--- config.mk ---
export PLATFORM = sky130hd
export DESIGN_NAME = pipe_ctrl
export DESIGN_NICKNAME = d
export VERILOG_FILES = /design/src/rtl/pipe_ctrl.sv
export SDC_FILE = /design/constraint.sdc
export NUM_CORES = 1
export LEC_CHECK = 0
export CAP_MARGIN = 40
export CORE_MARGIN = 2
export CORE_UTILIZATION = 44
export CTS_CLUSTER_SIZE = 8
export DETAILED_ROUTE_END_ITERATION = 10
export HOLD_SLACK_MARGIN = 0.03
export MAX_ROUTING_LAYER = met4
export PLACE_DENSITY = 0.81
export SLEW_MARGIN = 20
export SYNTH_ARGS = -nofsm -noshare
export SYNTH_HDL_FRONTEND = slang
export SYNTH_SLANG_ARGS = --single-unit
--- constraint.sdc ---
create_clock -name clk_in -period 2.7 [get_ports clk_in]
set_input_delay 0.54 -clock clk_in [delete_from_list [all_inputs] [get_ports clk_in]]
set_output_delay 0.54 -clock clk_in [all_outputs]
set_load 0.005 [all_outputs]
--- src/rtl/pipe_ctrl.sv ---
// rtl/pipe_ctrl.sv - pipeline stall/flush controller with deferred-jump handling and event counters
module pipe_ctrl (
  input  logic        clk_in,
  input  logic        rst_in,
  input  logic        rdy_in,
  input  logic        if_stall_req,
  input  logic        id_stall_req,
  input  logic        mem_stall_req,
  input  logic        jump_enable,
  output logic [5:0]  stall_out,
  output logic        flush_out,
  output logic [31:0] stall_cycles,
  output logic [15:0] flush_count
);

  typedef enum logic [1:0] {
    RUN      = 2'd0,
    MEM_HOLD = 2'd1,
    FLUSH    = 2'd2
  } state_t;

  state_t      state, state_nxt;
  logic        pending_flush, pending_nxt;
  logic        id_eff;
  logic [31:0] stall_cnt_q;
  logic [15:0] flush_cnt_q;

  assign stall_cycles = stall_cnt_q;
  assign flush_count  = flush_cnt_q;

  always_ff @(posedge clk_in or posedge rst_in) begin
    if (rst_in) begin
      state         <= RUN;
      pending_flush <= 1'b0;
      stall_cnt_q   <= 32'd0;
      flush_cnt_q   <= 16'd0;
    end else if (rdy_in) begin
      state         <= state_nxt;
      pending_flush <= pending_nxt;
      if (stall_out != 6'b000000) stall_cnt_q <= stall_cnt_q + 32'd1;
      if (flush_out) flush_cnt_q <= flush_cnt_q + 16'd1;
    end
  end

  always_comb begin
    state_nxt   = state;
    pending_nxt = pending_flush;
    flush_out   = 1'b0;
    stall_out   = 6'b000000;

    // ID already holds a squashed bubble during FLUSH, so a load-use stall there is stale
    id_eff = id_stall_req && (state != FLUSH);

    if (mem_stall_req)     stall_out = 6'b011111;
    else if (id_eff)       stall_out = 6'b000111;
    else if (if_stall_req) stall_out = 6'b000011;

    case (state)
      RUN: begin
        if (mem_stall_req) begin
          state_nxt   = MEM_HOLD;
          pending_nxt = jump_enable;
        end else if (jump_enable) begin
          flush_out = 1'b1;
          state_nxt = FLUSH;
        end
      end
      MEM_HOLD: begin
        // EX is frozen: remember the jump and flush once memory releases
        if (mem_stall_req) begin
          pending_nxt = pending_flush | jump_enable;
        end else begin
          flush_out   = pending_flush | jump_enable;
          pending_nxt = 1'b0;
          state_nxt   = (pending_flush | jump_enable) ? FLUSH : RUN;
        end
      end
      FLUSH: begin
        if (mem_stall_req) begin
          state_nxt   = MEM_HOLD;
          pending_nxt = jump_enable;
        end else if (jump_enable) begin
          flush_out = 1'b1;
          state_nxt = FLUSH;
        end else begin
          state_nxt = RUN;
        end
      end
      default: begin
        state_nxt   = RUN;
        pending_nxt = 1'b0;
      end
    endcase

    if (rst_in) begin
      stall_out = 6'b000000;
      flush_out = 1'b0;
    end
  end

endmodule

==> flow_summary_export.csv <==
group,metric,value,unit
cts,clkTransAtPathRegs,80,ps
place,portBuffers,60,
floorplan,die_w,78.8,um
power,vdd_drop_max,0.448,mV
timing,worst_slew_pin_slew,637,ps
timing,rsz0062_at_grt,"no",
status,status,"finished, final reports clean",
floorplan,start_util,45.2,%
cts,post_cts_buffers,0,
detailed_routing,wl_per_cell,13.5,um
detailed_routing,drtIter0Drc,70,
detailed_routing,ant_nets,0,
yosys,synth_top_area_cell,"dfrtp_1",
floorplan,design.die.area,6210,sq um
timing,finalSetupTns,0,ps
detailed_routing,post_drt_via_cell_ratio,5.04,
layout,n_antenna_cell,0,
global_routing,antenna_found_initial,0,
cts,cts_root_buf,"clkbuf_8",
place,hpwl,3640,um
global_routing,grt_pass1_wl,8200,um
cts,clk_path_buf_depth,2,
cts,h-tree-depth,2,
detailed_routing,wl,4940,um
min_path,hold_path_class,"reg -> reg",
layout,final_nets,303,
cts,clk_latency,300,ps
timing,hold_viol,0,
layout,syn_to_final_growth,31.6,%
floorplan,pin_count,62,
yosys,syn_nets,237,
cts,cts.sinks,51,
detailed_routing,vias,1849,
yosys,synth_seq_cells,51,
floorplan,die_y,78.8,um
detailed_routing,first_pass_iters,4,
flow_run,cap_violations,0,
layout,utilization,59.6,%
timing,fin_crit,2530,ps
layout,finish.instance_area,3240,sq um
critical_path,crit_required,2160,ps
yosys,synth_top_area_share,51.9,%
place,place.gp.congestion,0.782,
timing,slew_viol_final,0,
timing,maxSlewHeadroom,57.5,%
power,p_per_area,556,nW/um^2
timing,finalSetupViolations,0,
yosys,yosysWarnings,0,
critical_path,start_kind,"input port",
critical_path,crit_fanout,3,
place,place_inst,359,
floorplan,core,5440,sq um
global_routing,grt_pass1_vias,1776,
layout,final_layout_size_suffix_gt1_share,8.14,%
floorplan,core.rowCount,27,
yosys,yosys-top-cells-area,"dfrtp_1 (52%), xor2_1 (8.9%), xnor2_1 (7.5%)",
yosys,syn-cell-area,2460,sq um
yosys,syn_area_per_cell,10.8,sq um
global_routing,grt_overflow,0,
power,finalPower,1.80,mW
timing,finClkSkew,7.94,ps
critical_path,arrival,1990,ps
global_routing,track_usage,17.2,%
timing,finalCritPeriodShare,93.7,%
detailed_routing,drc,0,
yosys,synth_cells,228,
power,p_leak,1.46,nW
place,dpl_cell_area,3140,sq um
cts,cts_made_buffers,5,
global_routing,grt_max_degree,52,
cts,tritoncts,"done",
critical_path,end_kind,"output pin",
timing,fmax,395,MHz
yosys,ys_seq_area_share,51.9,%
layout,finalNonFillerCells,367,
critical_path,critPathKind,"in -> out",
yosys,synth.distinct_cells,37,
Yosys cell counts, drive strengths merged:
master	instances
a21oi	3
a221o	1
a22o	1
a32o	1
and2	2
and2b	2
and3	5
and4	1
buf	6
clkbuf	1
conb	1
dfrtp	51
ha	2
inv	8
mux2	2
nand2	20
nand2b	1
nand3	17
nand4	15
nor2	21
nor3	11
nor3b	2
nor4	3
nor4b	1
o21ai	3
o41ai	1
xnor2	21
xor2	25
worst max-delay path, stage by stage:
cell             delay, ps
clkdlybuf4s50_1        420
and2b_1                190
a221o_1                340
clkdlybuf4s50_1        490
logic make-up (layout without fill, tap and decap cells):
group	after synthesis	count (layout)	share of synthesized area, %
AND/OR/NAND/NOR	101	101	23.0
flip-flops	51	51	51.9
XOR/XNOR	46	46	16.4
buffers and inverters	15	82	3.66
AO/OA/AOI/OAI	10	10	2.90
adder cells (fa/ha/maj)	2	2	1.02
multiplexers	2	2	1.07
other	1	1	0.152
path summary, 6_finish.rpt:
check | cells after the start | from | slack [ps] | endpoint
min in group asynchronous | 3 | rst_in | 660 | flush_count[2]
hold reg to reg | 1 | flush_count[15] | 470 | flush_count[15]
setup / recovery | 4 | mem_stall_req | 170 | stall_out[1]
max in group asynchronous | 3 | rst_in | 1610 | pending_flush
setup reg to reg | 6 | state[0] | 880 | stall_cycles[20]
hold / removal | 1 | flush_count[15] | 470 | flush_count[15]
where the power goes:
part           leakage (nW)  switching, mW  internal (mW)
registers             0.677          0.116          0.841
clock network        0.0515          0.239          0.234
logic                 0.733          0.136          0.233
total                  1.46          0.492           1.31
routing by layer:
layer | up-vias | global-route usage, % | share of wire, % | wire length (um)
li1 | 904 | - | - | -
met3 | 9 | 3.86 | 4.7 | 234
met5 | - | - | 0 | 0
met4 | 0 | 5.26 | 1.4 | 68
met2 | 50 | 27.4 | 48 | 2350
met1 | 886 | 22.1 | 46 | 2290
area by class of cell:
type	count	area, sq um
fillers	454	2200
flip-flops and latches	51	1280
multi-input cells	162	1090
repair buffers	66	644
clock buffers	8	100
well taps	72	90.1
inverters	8	33.8
state kept, by name (all words and copies together), names as in the netlist:
name           count
stall_cycles      32
flush_count       16
state              2
pending_flush      1
cell usage in the layout, fill, tap and decap left out, types with 2 or more instances in the layout:
| cell | instances |
|---|---|
| clkdlybuf4s50_1 | 59 |
| inv_1 | 7 |
| and2b_1 | 2 |
| nand3_1 | 17 |
| dfrtp_1 | 51 |
| nor4_1 | 2 |
| ha_1 | 2 |
| and3_1 | 5 |
| clkbuf_8 | 7 |
| nand4_1 | 13 |
| nor3_1 | 9 |
| nand2_1 | 20 |
| xor2_1 | 25 |
| nor2_1 | 21 |
| a21oi_1 | 2 |
| buf_4 | 6 |
| xnor2_1 | 21 |
| o21ai_0 | 3 |
| nor3b_1 | 2 |
repair_timing:
action | 4_1_cts | 5_1_grt
hold buffers | 0 | 0
setup endpoints to repair | 2 | 0
resized for setup | 1 | 0
metrics by stage:
stage	setup slack (ps)	hold WS, ps
floorplan	141	465
global placement	-42.3	457
detailed placement	-67.3	469
CTS	153	481
global route	116	499
finish	171	473
Note: power is estimated with default switching activity, not from simulation.
